`src/rtl/wrr_arb_pkg.sv`:
```
`default_nettype none
// ============================================================================
//  Module   : wrr_arb_pkg
//  Purpose  : Shared types and helpers for the weighted round-robin burst
//             arbiter (state encoding, index-width helper).
//  Revision : 1.0  initial release
// ============================================================================
package wrr_arb_pkg;

    // Arbiter FSM states, explicitly encoded in two bits
    typedef enum logic [1:0] {
        IDLE   = 2'd0,
        OWN    = 2'd1,
        REFILL = 2'd2
    } arb_state_t;

    // Width of a requester index; never less than one bit
    function automatic int idx_w(input int n);
        return (n < 2) ? 1 : $clog2(n);
    endfunction

endpackage
`default_nettype wire

```
`src/rtl/rr_pick.sv`:
```
`default_nettype none
// ============================================================================
//  Module   : rr_pick
//  Purpose  : Combinational rotate-priority picker. Returns the first set
//             candidate at or after ptr, wrapping from N-1 to 0, as one-hot,
//             index and found flag.
//  Revision : 1.0  initial release
// ============================================================================
module rr_pick #(
    parameter int N     = 4,
    parameter int IDX_W = 2
) (
    input  logic [N-1:0]     cand,
    input  logic [IDX_W-1:0] ptr,
    output logic [N-1:0]     onehot,
    output logic [IDX_W-1:0] idx,
    output logic             found
);

    // Scan offsets 0..N-1 from ptr; the first candidate hit wins
    always_comb begin
        onehot = '0;
        idx    = '0;
        found  = 1'b0;
        for (int k = 0; k < N; k++) begin
            for (int i = 0; i < N; i++) begin
                if (!found && cand[i] && (((i + N - int'(ptr)) % N) == k)) begin
                    found     = 1'b1;
                    onehot[i] = 1'b1;
                    idx       = IDX_W'(i);
                end
            end
        end
    end

endmodule
`default_nettype wire

```
`src/rtl/wrr_burst_arbiter.sv`:
```
`default_nettype none
// ============================================================================
//  Module   : wrr_burst_arbiter
//  Purpose  : Weighted round-robin arbiter for a shared burst resource.
//             A grant lasts one whole burst; per-requester credits set the
//             number of bursts each requester gets per round.
//  Options  : WRR_ARB_TIMEOUT_EN - forced release after MAX_HOLD cycles
//  Revision : 1.0  initial release
// ============================================================================
module wrr_burst_arbiter
    import wrr_arb_pkg::*;
#(
    parameter int N          = 4,
    parameter int WEIGHT_W   = 4,
    parameter int DEF_WEIGHT = 1,
    parameter int MAX_HOLD   = 255
) (
    input  logic                  clk,
    input  logic                  rst,
    input  logic                  enable,
    input  logic [N-1:0]          req,
    input  logic [N-1:0]          last,
    input  logic [N*WEIGHT_W-1:0] weight_cfg,
    input  logic                  cfg_load,
    output logic [N-1:0]          grant,
    output logic [idx_w(N)-1:0]   grant_id,
    output logic                  grant_valid,
    output logic                  timeout_err
);

    localparam int c_idx_w = idx_w(N);
    localparam logic [WEIGHT_W-1:0] c_def_weight = WEIGHT_W'(DEF_WEIGHT);

    arb_state_t             r_state;
    arb_state_t             w_state_nxt;

    logic [WEIGHT_W-1:0]    r_weight [N];
    logic [WEIGHT_W-1:0]    r_credit [N];
    logic [WEIGHT_W-1:0]    w_load   [N];
    logic                   r_reload_pend;
    logic [c_idx_w-1:0]     r_ptr;
    logic [N-1:0]           r_grant;
    logic [c_idx_w-1:0]     r_grant_id;

    logic [N-1:0]           w_cand;
    logic [N-1:0]           w_pick_onehot;
    logic [c_idx_w-1:0]     w_pick_idx;
    logic                   w_pick_found;

    logic                   w_own_req;
    logic                   w_own_last;
    logic                   w_eob;
    logic [WEIGHT_W-1:0]    w_credit_own;
    logic [WEIGHT_W-1:0]    w_credit_dec;
    logic [c_idx_w-1:0]     w_next_idx;

    logic                   w_do_reload;
    logic                   w_do_refill;
    logic                   w_do_grant;
    logic                   w_do_release;
    logic                   w_do_timeout;
    logic                   w_hold_expired;

    // Candidates need a request and remaining credit; a zero weight loads as 1
    genvar gi;
    generate
        for (gi = 0; gi < N; gi++) begin : g_req
            assign w_cand[gi] = req[gi] & (r_credit[gi] != '0);
            assign w_load[gi] = (r_weight[gi] == '0) ? WEIGHT_W'(1) : r_weight[gi];
        end
    endgenerate

    rr_pick #(
        .N     (N),
        .IDX_W (c_idx_w)
    ) u_rr_pick (
        .cand   (w_cand),
        .ptr    (r_ptr),
        .onehot (w_pick_onehot),
        .idx    (w_pick_idx),
        .found  (w_pick_found)
    );

    // Owner-side view: only the granted requester's req/last matter
    assign w_own_req    = req[r_grant_id];
    assign w_own_last   = last[r_grant_id];
    assign w_eob        = (w_own_req & w_own_last) | ~w_own_req;
    assign w_credit_own = r_credit[r_grant_id];
    assign w_credit_dec = (w_credit_own != '0) ? (w_credit_own - WEIGHT_W'(1)) : '0;
    assign w_next_idx   = (r_grant_id == c_idx_w'(N - 1)) ? '0 : (r_grant_id + c_idx_w'(1));

`ifdef WRR_ARB_TIMEOUT_EN
    localparam int c_hold_w = ($clog2(MAX_HOLD + 1) > 8) ? $clog2(MAX_HOLD + 1) : 8;

    logic [c_hold_w-1:0] r_hold_cnt;
    logic                r_timeout_err;

    assign w_hold_expired = (r_hold_cnt >= c_hold_w'(MAX_HOLD - 1));

    // Cycles spent in OWN for the current burst; restarts on each new grant
    always_ff @(posedge clk or posedge rst) begin
        if (rst) begin
            r_hold_cnt <= '0;
        end else if (w_do_grant) begin
            r_hold_cnt <= '0;
        end else if (r_state == OWN && !w_hold_expired) begin
            r_hold_cnt <= r_hold_cnt + c_hold_w'(1);
        end
    end

    // Timeout flag pulses on the same edge the grant is dropped
    always_ff @(posedge clk or posedge rst) begin
        if (rst) begin
            r_timeout_err <= 1'b0;
        end else begin
            r_timeout_err <= w_do_timeout;
        end
    end

    assign timeout_err = r_timeout_err;
`else
    // Hold limit has no effect without the timeout option
    logic [31:0] w_unused_max_hold;
    assign w_unused_max_hold = 32'(MAX_HOLD);
    assign w_hold_expired    = 1'b0;
    assign timeout_err       = 1'b0;
`endif

    // Next-state and action decode; reload has priority over a new grant
    always_comb begin
        w_state_nxt  = r_state;
        w_do_reload  = 1'b0;
        w_do_refill  = 1'b0;
        w_do_grant   = 1'b0;
        w_do_release = 1'b0;
        w_do_timeout = 1'b0;
        case (r_state)
            IDLE: begin
                if (r_reload_pend) begin
                    w_do_reload = 1'b1;
                end else if (enable && (|req)) begin
                    if (w_pick_found) begin
                        w_do_grant  = 1'b1;
                        w_state_nxt = OWN;
                    end else begin
                        w_state_nxt = REFILL;
                    end
                end
            end
            OWN: begin
                if (w_eob) begin
                    w_do_release = 1'b1;
                    w_state_nxt  = IDLE;
                end else if (w_hold_expired) begin
                    w_do_timeout = 1'b1;
                    w_state_nxt  = IDLE;
                end
            end
            REFILL: begin
                w_do_refill = 1'b1;
                w_state_nxt = IDLE;
            end
            default: begin
                w_state_nxt = IDLE;
            end
        endcase
    end

    // FSM state register
    always_ff @(posedge clk or posedge rst) begin
        if (rst) begin
            r_state <= IDLE;
        end else begin
            r_state <= w_state_nxt;
        end
    end

    // Weight registers capture the config bus on the load strobe
    always_ff @(posedge clk or posedge rst) begin
        if (rst) begin
            for (int i = 0; i < N; i++) r_weight[i] <= c_def_weight;
        end else if (cfg_load) begin
            for (int i = 0; i < N; i++) r_weight[i] <= weight_cfg[i*WEIGHT_W +: WEIGHT_W];
        end
    end

    // A new config wins over clearing, so a load during reload is not lost
    always_ff @(posedge clk or posedge rst) begin
        if (rst) begin
            r_reload_pend <= 1'b0;
        end else if (cfg_load) begin
            r_reload_pend <= 1'b1;
        end else if (w_do_reload) begin
            r_reload_pend <= 1'b0;
        end
    end

    // Credits: bulk reload from the (pre-load) weights, or owner update at burst end
    always_ff @(posedge clk or posedge rst) begin
        if (rst) begin
            for (int i = 0; i < N; i++) r_credit[i] <= c_def_weight;
        end else if (w_do_reload || w_do_refill) begin
            for (int i = 0; i < N; i++) r_credit[i] <= w_load[i];
        end else if (w_do_release) begin
            r_credit[r_grant_id] <= w_credit_dec;
        end else if (w_do_timeout) begin
            r_credit[r_grant_id] <= '0;
        end
    end

    // Priority pointer stays on the owner while it still has credit
    always_ff @(posedge clk or posedge rst) begin
        if (rst) begin
            r_ptr <= '0;
        end else if (w_do_release) begin
            r_ptr <= (w_credit_dec == '0) ? w_next_idx : r_grant_id;
        end else if (w_do_timeout) begin
            r_ptr <= w_next_idx;
        end
    end

    // Registered grant; id keeps its last value after release
    always_ff @(posedge clk or posedge rst) begin
        if (rst) begin
            r_grant    <= '0;
            r_grant_id <= '0;
        end else if (w_do_grant) begin
            r_grant    <= w_pick_onehot;
            r_grant_id <= w_pick_idx;
        end else if (w_do_release || w_do_timeout) begin
            r_grant    <= '0;
        end
    end

    assign grant       = r_grant;
    assign grant_id    = r_grant_id;
    assign grant_valid = |r_grant;

endmodule
`default_nettype wire

```
`config.mk`:
```
export PLATFORM = sky130hd
export DESIGN_NAME = wrr_burst_arbiter
export DESIGN_NICKNAME = d
export VERILOG_FILES = /design/src/rtl/wrr_arb_pkg.sv /design/src/rtl/rr_pick.sv /design/src/rtl/wrr_burst_arbiter.sv
export SDC_FILE = /design/constraint.sdc
export NUM_CORES = 1
export LEC_CHECK = 0
export CAP_MARGIN = 20
export CORE_MARGIN = 5
export CORE_UTILIZATION = 49
export DETAILED_ROUTE_END_ITERATION = 8
export PLACE_DENSITY_LB_ADDON = 0.12
export SLEW_MARGIN = 0
export SYNTH_ARGS = -nofsm -noshare
export SYNTH_HDL_FRONTEND = slang
export SYNTH_HIERARCHICAL = 1
export SYNTH_SLANG_ARGS = --single-unit
```
`constraint.sdc`:
```
create_clock -name clk -period 2 [get_ports clk]
set_input_delay 0.4 -clock clk [delete_from_list [all_inputs] [get_ports clk]]
set_output_delay 0.4 -clock clk [all_outputs]
set_load 0.01 [all_outputs]
```
; ---- Word level (Yosys, flattened, before mapping)
; Cells that the tools add are included.
[totals]
ff_bits = 43
output_inout_bits = 8
[op_classes]
n_lt_le_gt_ge = 3
bitwise_logic = 12
n_eq_ne = 18
n_addsub = 6
mux = 84
n_reduce_logical = 74
[ops]
columns = operator, n
row1 = logical NOT 32 bit, 4
row2 = two-way mux 1 bit, 45
row3 = two-way mux 2 bit, 21
row4 = two-way mux 4 bit, 10
row5 = logical AND 1 bit, 33
row6 = two-way mux 16 bit, 2
row7 = "equality test 3 bit, second input constant", 8
row8 = logical NOT 4 bit, 5
row9 = nonzero test 4 bit, 5
row10 = bitwise mux 16 bit, 1
row11 = "subtractor 3 x 2 -> 4 bit, first input constant", 4
row12 = logical NOT 1 bit, 15
row13 = "equality test 3 x 2 -> 1 bit, second input constant", 4
row14 = AND 1 bit, 9
row15 = binary-select mux 4 bit (select 2 bit), 1
row16 = demux 4 bit (select 2 bit), 1
row17 = OR reduction 2 bit, 4
row18 = OR reduction 4 bit, 2
row19 = "inequality test 2 bit, second input constant", 3
row20 = nonzero test 2 bit, 3
row21 = binary-select mux 1 bit (select 2 bit), 2
row22 = "equality test 2 bit, second input constant", 2
row23 = case mux 2 bit (2 select lines), 1
row24 = "subtractor 4 x 1 -> 4 bit, second input constant", 1
row25 = other kinds (11), 11

; ---- Depth between registers and ports, before layout
[logic_depth]
word_depth = 71
depth_mapped = 8
depth_no_buf = 6

; ---- Modules after synthesis
; The synthesis kept the hierarchy.
[by_module_without_submodules]
columns = mod, cells_each, area_per_inst_um2, instances
row1 = wrr_burst_arbiter, 191, 2242.2, 1
row2 = rr_pick, 33, 211.5, 1

; ---- Worst setup path after synthesis
; OpenSTA, ideal clock, no wires.
[synth_path]
path_type = flip-flop to flip-flop
from = register r_grant_id[1] (netlist: grant_id[1])
to = register r_credit[2] (netlist bit)
path_buffers = 1
stages_incl_launch_ff = 6
path_slack_ps = -76
setup_time_ps = 126
arrival_time_ps = 1950
required_ps = 1874
cell_sequence = dfrtp_1 > buf_6 > mux4_2 > nor2_1 > mux2_4 > a221o_1
[synth_between]
elab_chain_len = 9
word_cells_on_any_way = 25
classes_between = 1 x add/sub / 2 x order compare / 15 x mux / 4 x bitwise / 3 x reduce/logical
[synth_lines]
columns = element, line_no
row1 = from (decl), wrr_burst_arbiter.sv:43  ; logic [c_idx_w-1:0] r_grant_id;
row2 = from (signal assigned), wrr_burst_arbiter.sv:229  ; r_grant_id <= w_pick_idx;
row3 = NOT 2 -> 3 bit (not written as such), "wrr_burst_arbiter.sv:88, wrr_burst_arbiter.sv:205, wrr_burst_arbiter.sv:207"
row4 = binary-select mux 4 bit (select 2 bit), wrr_burst_arbiter.sv:88  ; assign w_credit_own = r_credit[r_grant_id];
row5 = two-way mux 4 bit (not written as such) (2 in series), wrr_burst_arbiter.sv:88
row6 = subtractor 4 x 1 -> 4 bit / nonzero test 4 bit (equally long branches), wrr_burst_arbiter.sv:89  ; assign w_credit_dec = (w_credit_own != '0) ? (w_credit_own - WEIGHT_W'(1)) : '0;
row7 = two-way mux 4 bit, wrr_burst_arbiter.sv:89
row8 = bitwise mux 16 bit, wrr_burst_arbiter.sv:205  ; r_credit[r_grant_id] <= w_credit_dec;
row9 = two-way mux 16 bit, wrr_burst_arbiter.sv:204  ; end else if (w_do_release) begin
row10 = two-way mux 16 bit, wrr_burst_arbiter.sv:202  ; end else if (w_do_reload || w_do_refill) begin
row11 = "to (signal, indexed assignment)", wrr_burst_arbiter.sv:205
row12 = to (decl), wrr_burst_arbiter.sv:38  ; logic [WEIGHT_W-1:0] r_credit [N];
; Parallel ways exist; a longest one is shown, timed or not. The select of a mux whose other input is x is not followed.
; A chain may end at the register's enable or synchronous reset.

; ---- Worst setup path after layout
[layout_path]
from = register r_grant_id[0] (netlist: grant_id[0])
to = register r_credit[2] (netlist bit)
; Same word-level chain as after synthesis.

==> metrics.md <==
| Metric | Value |
|---|---|
| Status | `completed` |
| Sequential fraction of the synthesis area | `0.4426` |
| Die area | `6522 µm²` |
| Hold WC Path Type | `in2async` |
| Clock buffer depth | `2` |
| Inserted Clock Buffers | `5` |
| DRC viols | `0` |
| Die Ht | `80.76 µm` |
| Count of hold-fix buffers inserted at cts | `0` |
| Post-synthesis xor/xnor area fraction | `0` |
| Most common cell in the synthesized netlist | `dfrtp_1` |
| Worst VDD drop | `0.7917 mV` |
| Vias in the first global route | `1866` |
| Clk pin slew, worst setup/hold paths | `80 ps` |
| Predominant post-synthesis flop cell | `dfrtp_1` |
| Final hold vios | `0` |
| Finished Layout Cells | `344` |
| Complex-gate fraction of the synthesized area | `0.1928` |
| Pwr per Cell Area | `1408 nW/µm²` |
| Postcts setup bufs | `0` |
| Post-Syn Area | `2454 µm²` |
| Worst EP required | `2170 ps` |
| Antenna-violating nets left | `0` |
| Yosys reg bits | `43` |
| Initial cell density of the core | `0.5127` |
| Row cnt | `25` |
| CP max FO | `4` |
| Die Span X | `80.76 µm` |
| CTS tree | `yes` |
| Max_slew headroom | `0.4715` |
| Clock Latency Late Sink | `290 ps` |
| Delay-heaviest family, CP | `multiplexers` |
| LEAKAGE | `1.294 nW` |
| Post-synth EDFFs | `0` |
| Top post-synthesis cells by area | `dfrtp_1, dfstp_2, mux2_2` |
| FMAX | `513.6 MHz` |
| Synth top area share | `0.3570` |
| Post-synthesis mux area share | `0.1244` |
| Slew @ Worst Pin | `789.9 ps` |
| Largest family of logic cells by synthesized area | `compound AO/OA/AOI/OAI gates` |
| Vias/cell | `5.724` |
| Number of H-tree levels | `2` |
| Adder-cell share of the synthesized area | `0.02040` |
| Wire length after detailed routing | `5881 µm` |
| Crit share post-route | `0.9735` |
| Via Count | `1969` |
| Clk root buf | `clkbuf_8` |
| Setup ws final | `52.92 ps` |
| Power, Total | `4.370 mW` |
| Slew Limit Fails | `0` |
| Yosys top cell by area | `dfrtp_1` |
| Nets | `308` |
| DP HPWL | `4475 µm` |
| Clk sinks | `43` |
| Post-Syn Area per Cell | `10.95 µm²` |
| Placer congestion estimate | `0.8107` |
| # fillers | `406` |
| # IOs | `36` |
| Simple-gate share of the synthesized area | `0.1637` |
| I/O Buffers | `34` |
| GR Util All Layers | `0.1898` |
| Fraction of layout cells with a size suffix above 1 | `0.2816` |
| Crit-path cells | `mux4_2, nor2_2, mux2_4, a221o_1` |
| Arrival time worst endpoint | `2120 ps` |
| Grt ovf | `0` |
| Clk_skew | `9.808 ps` |
| RSZ-0062 raised after global routing | `yes` |
| DR iter-0 viols | `146` |
| Core Area | `4786 µm²` |
| CP endpoint kind | `register` |
| Slowest cell on crit path | `mux4_2` |
| Setup violators final | `0` |
| First-pass GRT wire length | `9494 µm` |
| Worst Setup Path Type | `reg2reg` |
| Drt pass-1 iters | `4` |
| Post-synth top cells | `dfrtp_1, nor2_1, mux2_2` |
| MaxCap Viol Count | `0` |
| Crit path largest cell delay | `560 ps` |
| Detailed-route wire length per cell | `17.10 µm` |
| Placed Cells | `336` |
| Synth cell types | `48` |
| Yosys Warn Count | `6` |
| Antenna violations before repair | `0` |
| Post-route minimum period | `1947 ps` |
| Syn Inst Count | `224` |
| Antenna diode count | `0` |
| Largest net degree at the start of global routing | `44` |
| Critical path buffers and inverters | `0` |
| Async SR Flop Fraction | `1.000` |
| Synth Net Count | `256` |
| Area growth syn-to-layout | `26.52%` |
| Dpl ws | `-221.9 ps` |
| Startpoint Class | `register` |
-- power breakdown --
part	switching (mW)	total [mW]	internal (mW)
Clock	0.293	0.537	0.244
Sequential	0.315	1.50	1.18
Combinational	1.17	2.33	1.17
-- stage by stage --
stage / instance area [µm²] / hold slack (ps) / util / setup TNS [ps]
after floorplan: 2456 / 478.2 / - / -96.73
after global placement: 2992 / 500.5 / 0.6251 / -2959
after detailed placement: 2992 / 521.4 / 0.6251 / -3418
after CTS: 3080 / 491.5 / 0.6437 / 0
after global routing: 3104 / 506.8 / 0.6486 / -29.12
final: 3104 / 469.7 / 0.6486 / 0
-- final timing paths --
kind | cells past startpoint | startpoint | slack (ps) | to
worst max-delay path | 4 | grant_id[0] | 50 | r_credit[2]
worst min-delay path | 3 | rst | 470 | r_ptr[0]
worst max register to register | 4 | grant_id[0] | 50 | r_credit[2]
worst min register to register | 1 | grant[2] | 530 | grant[2]
max in group asynchronous | 3 | rst | 1250 | r_weight[0]
min in group clk | 1 | grant[2] | 530 | grant[2]
-- logic make-up after synthesis --
family | after synthesis
and+or+nand+nor | 69
AOI/OAI and AO/OA | 60
DFF | 43
buffers and inverters | 24
muxes | 23
adders and majority gates | 4
other | 1
-- per-layer routing --
layer	wire length [µm]	up-vias	global-route usage
li1	-	961	-
met2	2785	63	0.3030
met1	2720	941	0.2682
met5	0	-	0
met3	343	4	0.04324
met4	32	0	0.03547
-- cell usage in the layout (no fill, tap or decap), types with 2 or more instances in the layout --
cell type         n
a22o_1            5
dfrtp_2           2
inv_1             8
a21oi_1           7
ha_1              4
and4b_1           2
clkbuf_8          5
o21ai_1           2
and4bb_1          2
and2_1            6
a31oi_1           5
dfstp_2           8
nor2b_1           4
dfrtp_1          33
o221a_2           2
mux2i_1           2
mux4_2            4
nor3_2            2
clkdlybuf4s50_1  32
a21boi_0          2
nor3_1            6
o41a_1            4
buf_4            25
nand2b_1          2
nor2_1           19
nand3_1           5
a221o_1          12
nand2_1          11
o21ai_0           5
mux2_2           16
o211ai_1          8
-- final cells by class --
type | count | area [µm²] | share of cell area
multi-input cells | 157 | 1256 | 0.4047
flip-flops and latches | 43 | 1089 | 0.3507
repair buffers | 61 | 560.5 | 0.1806
well taps | 67 | 83.83 | 0.02701
clock buffers | 6 | 72.57 | 0.02338
inverters | 8 | 30.03 | 0.009674
clock inverters | 2 | 12.51 | 0.004031
-- flip-flops by register name, summed over array words and instances (netlist names) --
signal	cells
grant	4
grant_id	2
r_credit	16
r_ptr	2
r_reload_pend	1
r_state	2
r_weight	16
-- what timing repair did --
item	4_1_cts	5_1_grt
gates resized for setup	2	7
pin swaps	0	2
endpoints found under the setup margin	2	20
-- worst register-to-register path, delay by kind of cell, from the launching register on --
family             cells  cell delay [ps]
muxes                  2              920
DFF                    1              420
AOI/OAI and AO/OA      1              320
and+or+nand+nor        1              170
No activity file was read; power rests on OpenSTA's default activity.
==> patch 1 (same settings) <==
Change the parameter `WEIGHT_W` from 4 to 3.
--- a/src/rtl/wrr_burst_arbiter.sv
+++ b/src/rtl/wrr_burst_arbiter.sv
@@ -11,7 +11,7 @@
     import wrr_arb_pkg::*;
 #(
     parameter int N          = 4,
-    parameter int WEIGHT_W   = 4,
+    parameter int WEIGHT_W   = 3,
     parameter int DEF_WEIGHT = 1,
     parameter int MAX_HOLD   = 255
 ) (
Interface: changed (resized weight_cfg); port bits go from 36 to 32. No check against the original RTL was run, so the function may have changed too.
==> patch 1 against the original RTL <==
Critical path type unchanged. Total power shrank 8.3%. Utilization grew 2.9 points. Sequential cell count shrank 8. Clock power shrank 3%. Worst setup slack lost 190 ps. The flow now finishes with violations (negative setup slack). Routed wire length shrank 12%. Design area shrank 13%. Area after synthesis shrank 17%.
==> patch 1: results <==
group,metric,value,unit
status,status,"finished, violations left",
status,violations,"negative setup slack",
pwr,vdd_drop_max,0.698,mV
placement,dpl.hpwl,3940,um
min_path,whs_path_depth,1,
routing,drtIter0Drc,44,
pwr,p_leak,1.17,nW
global_routing,gr-usage-met1,0.233,
clock_network,numCtsBuffers,5,
synth,synth.distinct_cells,38,
global_routing,grt_start_max_net_pins,36,
min_path,hold_path_end,"r_state[0]",
critical_path,arrival,2360,ps
min_path,worstHoldStart,"r_state[1]",
critical_path,reg2regPathDepth,8,
pwr,intPower,2.41,mW
global_routing,use_met3,0.0541,
timing,tns,-212,ps
synth,synthTopCellsByCount,"dfrtp_1 (27), nor2_1 (23), nand2_1 (19), o21ai_0 (13), mux2_2 (12)",
timing,setup_viol_count_final,2,
timing,setup_ws,-138,ps
routing,vias,1742,
critical_path,crit_start,"grant_id[0]",
clock_network,clockBufferDepth,2,
global_routing,antenna_found_initial,0,
clock_network,clk_pin_slew,80,ps
routing,wirelength,5170,um
clock_network,cts_root_buffer,"clkbuf_8",
layout,layout-drive-gt1-share,0.310,
critical_path,cpPeakStageDelay,560,ps
layout,layout.filler_cells,318,
min_path,hp-class,"register to register",
synth,syn_nets,229,
synth,synth_area_leaders,"dfrtp_1 (33%), dfstp_2 (10%), mux2_2 (6.6%)",
synth,yosys_warnings,6,
placement,place_inst,303,
placement,gp_congestion,0.910,
routing,detail_route.wl_per_cell,16.6,um
critical_path,slowest_stage,"mux4_2",
synth,synth_cells,199,
global_routing,grt_pass1_vias,1829,
placement,numPortBuffers,30,
global_routing,use_met2,0.370,
global_routing,grt_first_pass_wirelength,8440,um
critical_path,critPathCapture,"r_ptr[0]",
critical_path,worst-path-max-fanout,4,
routing,dr.pass1.iters,5,
timing,worst_pin_slew,536,ps
layout,finish.net_count,290,
synth,yosysSeqAreaShare,0.435,
synth,async_reset_ff_frac,1.00,
global_routing,track_usage,0.203,
timing,finClkSkew,11.4,ps
[patch 1: power by group through the flow]
stage	registers, mW	clock network [mW]	logic, mW
after floorplan	1.16	0	1.26
after CTS	1.20	0.536	2.25
after global routing	1.24	0.574	2.45
after global placement	1.19	0	2.10
after detailed placement	1.21	0	2.19
final	1.21	0.519	2.28
[patch 1: area by class of cell]
type                    instances  area [um^2]  area share
clock buffers                   5         68.8      0.0254
clock inverters                 3         20.0     0.00739
inverters                      10         37.5      0.0139
multi-input cells             144         1080       0.398
flip-flops and latches         35          887       0.327
well taps                      50         62.6      0.0231
repair buffers                 64          554       0.205
[patch 1: timing repair]
action / in CTS / in global routing
resized for setup: 4 / 12
buffers inserted: 1 / 0
pin swaps: 2 / 2
endpoints found under the setup margin: 11 / 12
[patch 1: cells by family (layout without fill, tap and decap cells)]
family / Yosys count / after routing / synth area share
simple gates: 66 / 66 / 0.159
compound gates: 49 / 49 / 0.172
flops: 35 / 35 / 0.435
mux: 22 / 22 / 0.142
buf+inv: 20 / 82 / 0.0535
fa+ha+maj: 6 / 6 / 0.0369
other cells: 1 / 1 / 0.00184
[patch 1: per-layer routing]
metal	vias to the layer above	wire length, um
met5	-	0
met4	0	38
met3	4	282
met2	53	2720
met1	863	2120
li1	822	-
[patch 1: worst max-delay path: cells and delay by family, from the launching register on]
family | cells | cell delay [ps]
adders and majority gates | 1 | 170
and+or+nand+nor | 3 | 620
buffers and inverters | 1 | 60
muxes | 1 | 560
DFF | 1 | 420
AOI/OAI and AO/OA | 2 | 230
[patch 1: per-stage QoR]
stage | hold WS [ps] | setup WS (ps) | cell area (um^2)
after floorplan | 463 | -262 | 2050
after global placement | 483 | -189 | 2600
after detailed placement | 495 | -227 | 2600
after CTS | 514 | -137 | 2690
after global routing | 543 | -242 | 2710
final | 513 | -138 | 2710
==> patch 2 (same flow settings) <==
Without the edit above. Register the inputs `weight_cfg` and `cfg_load` before use. The logic sees them one clock later. The other inputs are not delayed to match.
--- a/src/rtl/wrr_burst_arbiter.sv
+++ b/src/rtl/wrr_burst_arbiter.sv
@@ -31,6 +31,14 @@
     localparam int c_idx_w = idx_w(N);
     localparam logic [WEIGHT_W-1:0] c_def_weight = WEIGHT_W'(DEF_WEIGHT);
 
+    logic [N*WEIGHT_W-1:0] weight_cfg_q;
+    logic cfg_load_q;
+
+    always_ff @(posedge clk) begin
+        weight_cfg_q <= weight_cfg;
+        cfg_load_q   <= cfg_load;
+    end
+
     arb_state_t             r_state;
     arb_state_t             w_state_nxt;
 
@@ -179,8 +187,8 @@
     always_ff @(posedge clk or posedge rst) begin
         if (rst) begin
             for (int i = 0; i < N; i++) r_weight[i] <= c_def_weight;
-        end else if (cfg_load) begin
-            for (int i = 0; i < N; i++) r_weight[i] <= weight_cfg[i*WEIGHT_W +: WEIGHT_W];
+        end else if (cfg_load_q) begin
+            for (int i = 0; i < N; i++) r_weight[i] <= weight_cfg_q[i*WEIGHT_W +: WEIGHT_W];
         end
     end
 
@@ -188,7 +196,7 @@
     always_ff @(posedge clk or posedge rst) begin
         if (rst) begin
             r_reload_pend <= 1'b0;
-        end else if (cfg_load) begin
+        end else if (cfg_load_q) begin
             r_reload_pend <= 1'b1;
         end else if (w_do_reload) begin
             r_reload_pend <= 1'b0;
Check against the original RTL: not settled (the Yosys comparison gave no result); the edit may change what the design does.
==> patch 2 against the original RTL <==
Worst setup slack worse by 63 ps. Design area is 18% higher. Largest power group unchanged. Area after synthesis is 17% higher. Critical path depth is 2 higher. Largest cell class is now registers. The run now ends with negative setup slack left. Routed wire length is 11% higher. Sequential cell count is 17 higher. Cell count is 15% higher. Sequential share of layout area is 3.8 points higher. Total power is 22% higher.
==> patch 2: results <==
group,metric,value,unit
status,status,"finished, violations left",
status,violations,"negative setup slack",
routing,met2_length,3140,um
placement,numPortBuffers,34,
pwr,power_frac_comb,0.467,
clock_network,clk_pin_slew,60,ps
pwr,clkPwrFrac,0.183,
critical_path,worst-path-max-fanout,8,
clock_network,numCtsBuffers,9,
clock_network,postCtsSetupBuffers,2,
routing,vias,2213,
critical_path,slowest_stage,"mux4_2",
global_routing,track_usage,0.187,
routing,met1Wirelength,2930,um
routing,drtIter0Drc,145,
pwr,powerComb,2.49,mW
critical_path,arrival,2230,ps
global_routing,use_met2,0.299,
critical_path,cpPeakStageDelay,600,ps
placement,dp_slack,-245,ps
placement,place_inst,373,
synth,synth_cells,255,
synth,syn_nets,287,
timing,worst_pin_slew,637,ps
layout,layout-drive-gt1-share,0.301,
synth,synth.distinct_cells,51,
global_routing,use_met3,0.0399,
pwr,vdd_drop_max,0.723,mV
synth,synthTopCellsByCount,"dfrtp_1 (35), nand2_1 (20), mux2_2 (18), nor2_1 (18), dfxtp_1 (17)",
pwr,p_leak,1.53,nW
timing,tns,-22.9,ps
synth,yosys_warnings,6,
routing,wirelength,6510,um
synth,synth_fa_ha_area_frac,0.0174,
timing,setup_viol_count_final,3,
synth,yosysSeqAreaShare,0.497,
global_routing,grt_first_pass_wirelength,10600,um
routing,detail_route.wl_per_cell,16.5,um
layout,layout.filler_cells,460,
clock_network,htree_num_levels,3,
layout,finish.net_count,349,
pwr,switching_share,0.373,
placement,dpl.hpwl,4680,um
synth,ys.flop_type,"dfrtp_1",
global_routing,grt_pass1_vias,2137,
synth,synth_area_leaders,"dfrtp_1 (30%), dfxtp_1 (12%), dfstp_2 (7.3%)",
timing,finClkSkew,6.61,ps
routing,met3_length,337,um
global_routing,gr-usage-met1,0.242,
placement,place_area,3440,um^2
clock_network,clk_latency,340,ps
placement,gp_congestion,0.836,
clock_network,cts_resized,1,
synth,async_reset_ff_frac,0.717,
synth,synthMuxAreaShare,0.109,
timing,setup_ws,-10.1,ps
synth,synth_compound_area_frac,0.183,
==> patch 2: changes by cell type after synthesis, sizes merged, moves of 4 or more <==
cell / before / now
a221o: 12 / 8
a31oi: 6 / 1
dfxtp: 0 / 17
nand2: 11 / 20
nand3: 5 / 1
o21a: 0 / 4
o221ai: 0 / 9
==> patch 2: worst paths after layout <==
kind / endpoint / cells after the start / start / slack [ps]
min: r_state[1] / 3 / rst / 410
max: r_credit[3] / 6 / grant_id[0] / -10
min reg2reg: r_weight[2] / 1 / weight_cfg_q[14] / 460
max in group asynchronous: r_weight[12] / 3 / rst / 1310
min in group clk: r_weight[2] / 1 / weight_cfg_q[14] / 460
max reg2reg: r_credit[3] / 6 / grant_id[0] / -10
==> patch 2: cell type report <==
class                           instances  area, um^2  share of cell area
Clock buffer                           12         155              0.0422
Tap cell                               72        90.1              0.0245
Clock inverter                          4        25.0             0.00681
Sequential cell                        60        1430               0.389
Multi-Input combinational cell        167        1300               0.353
Inverter                                9        33.8             0.00919
Timing Repair Buffer                   70         646               0.176
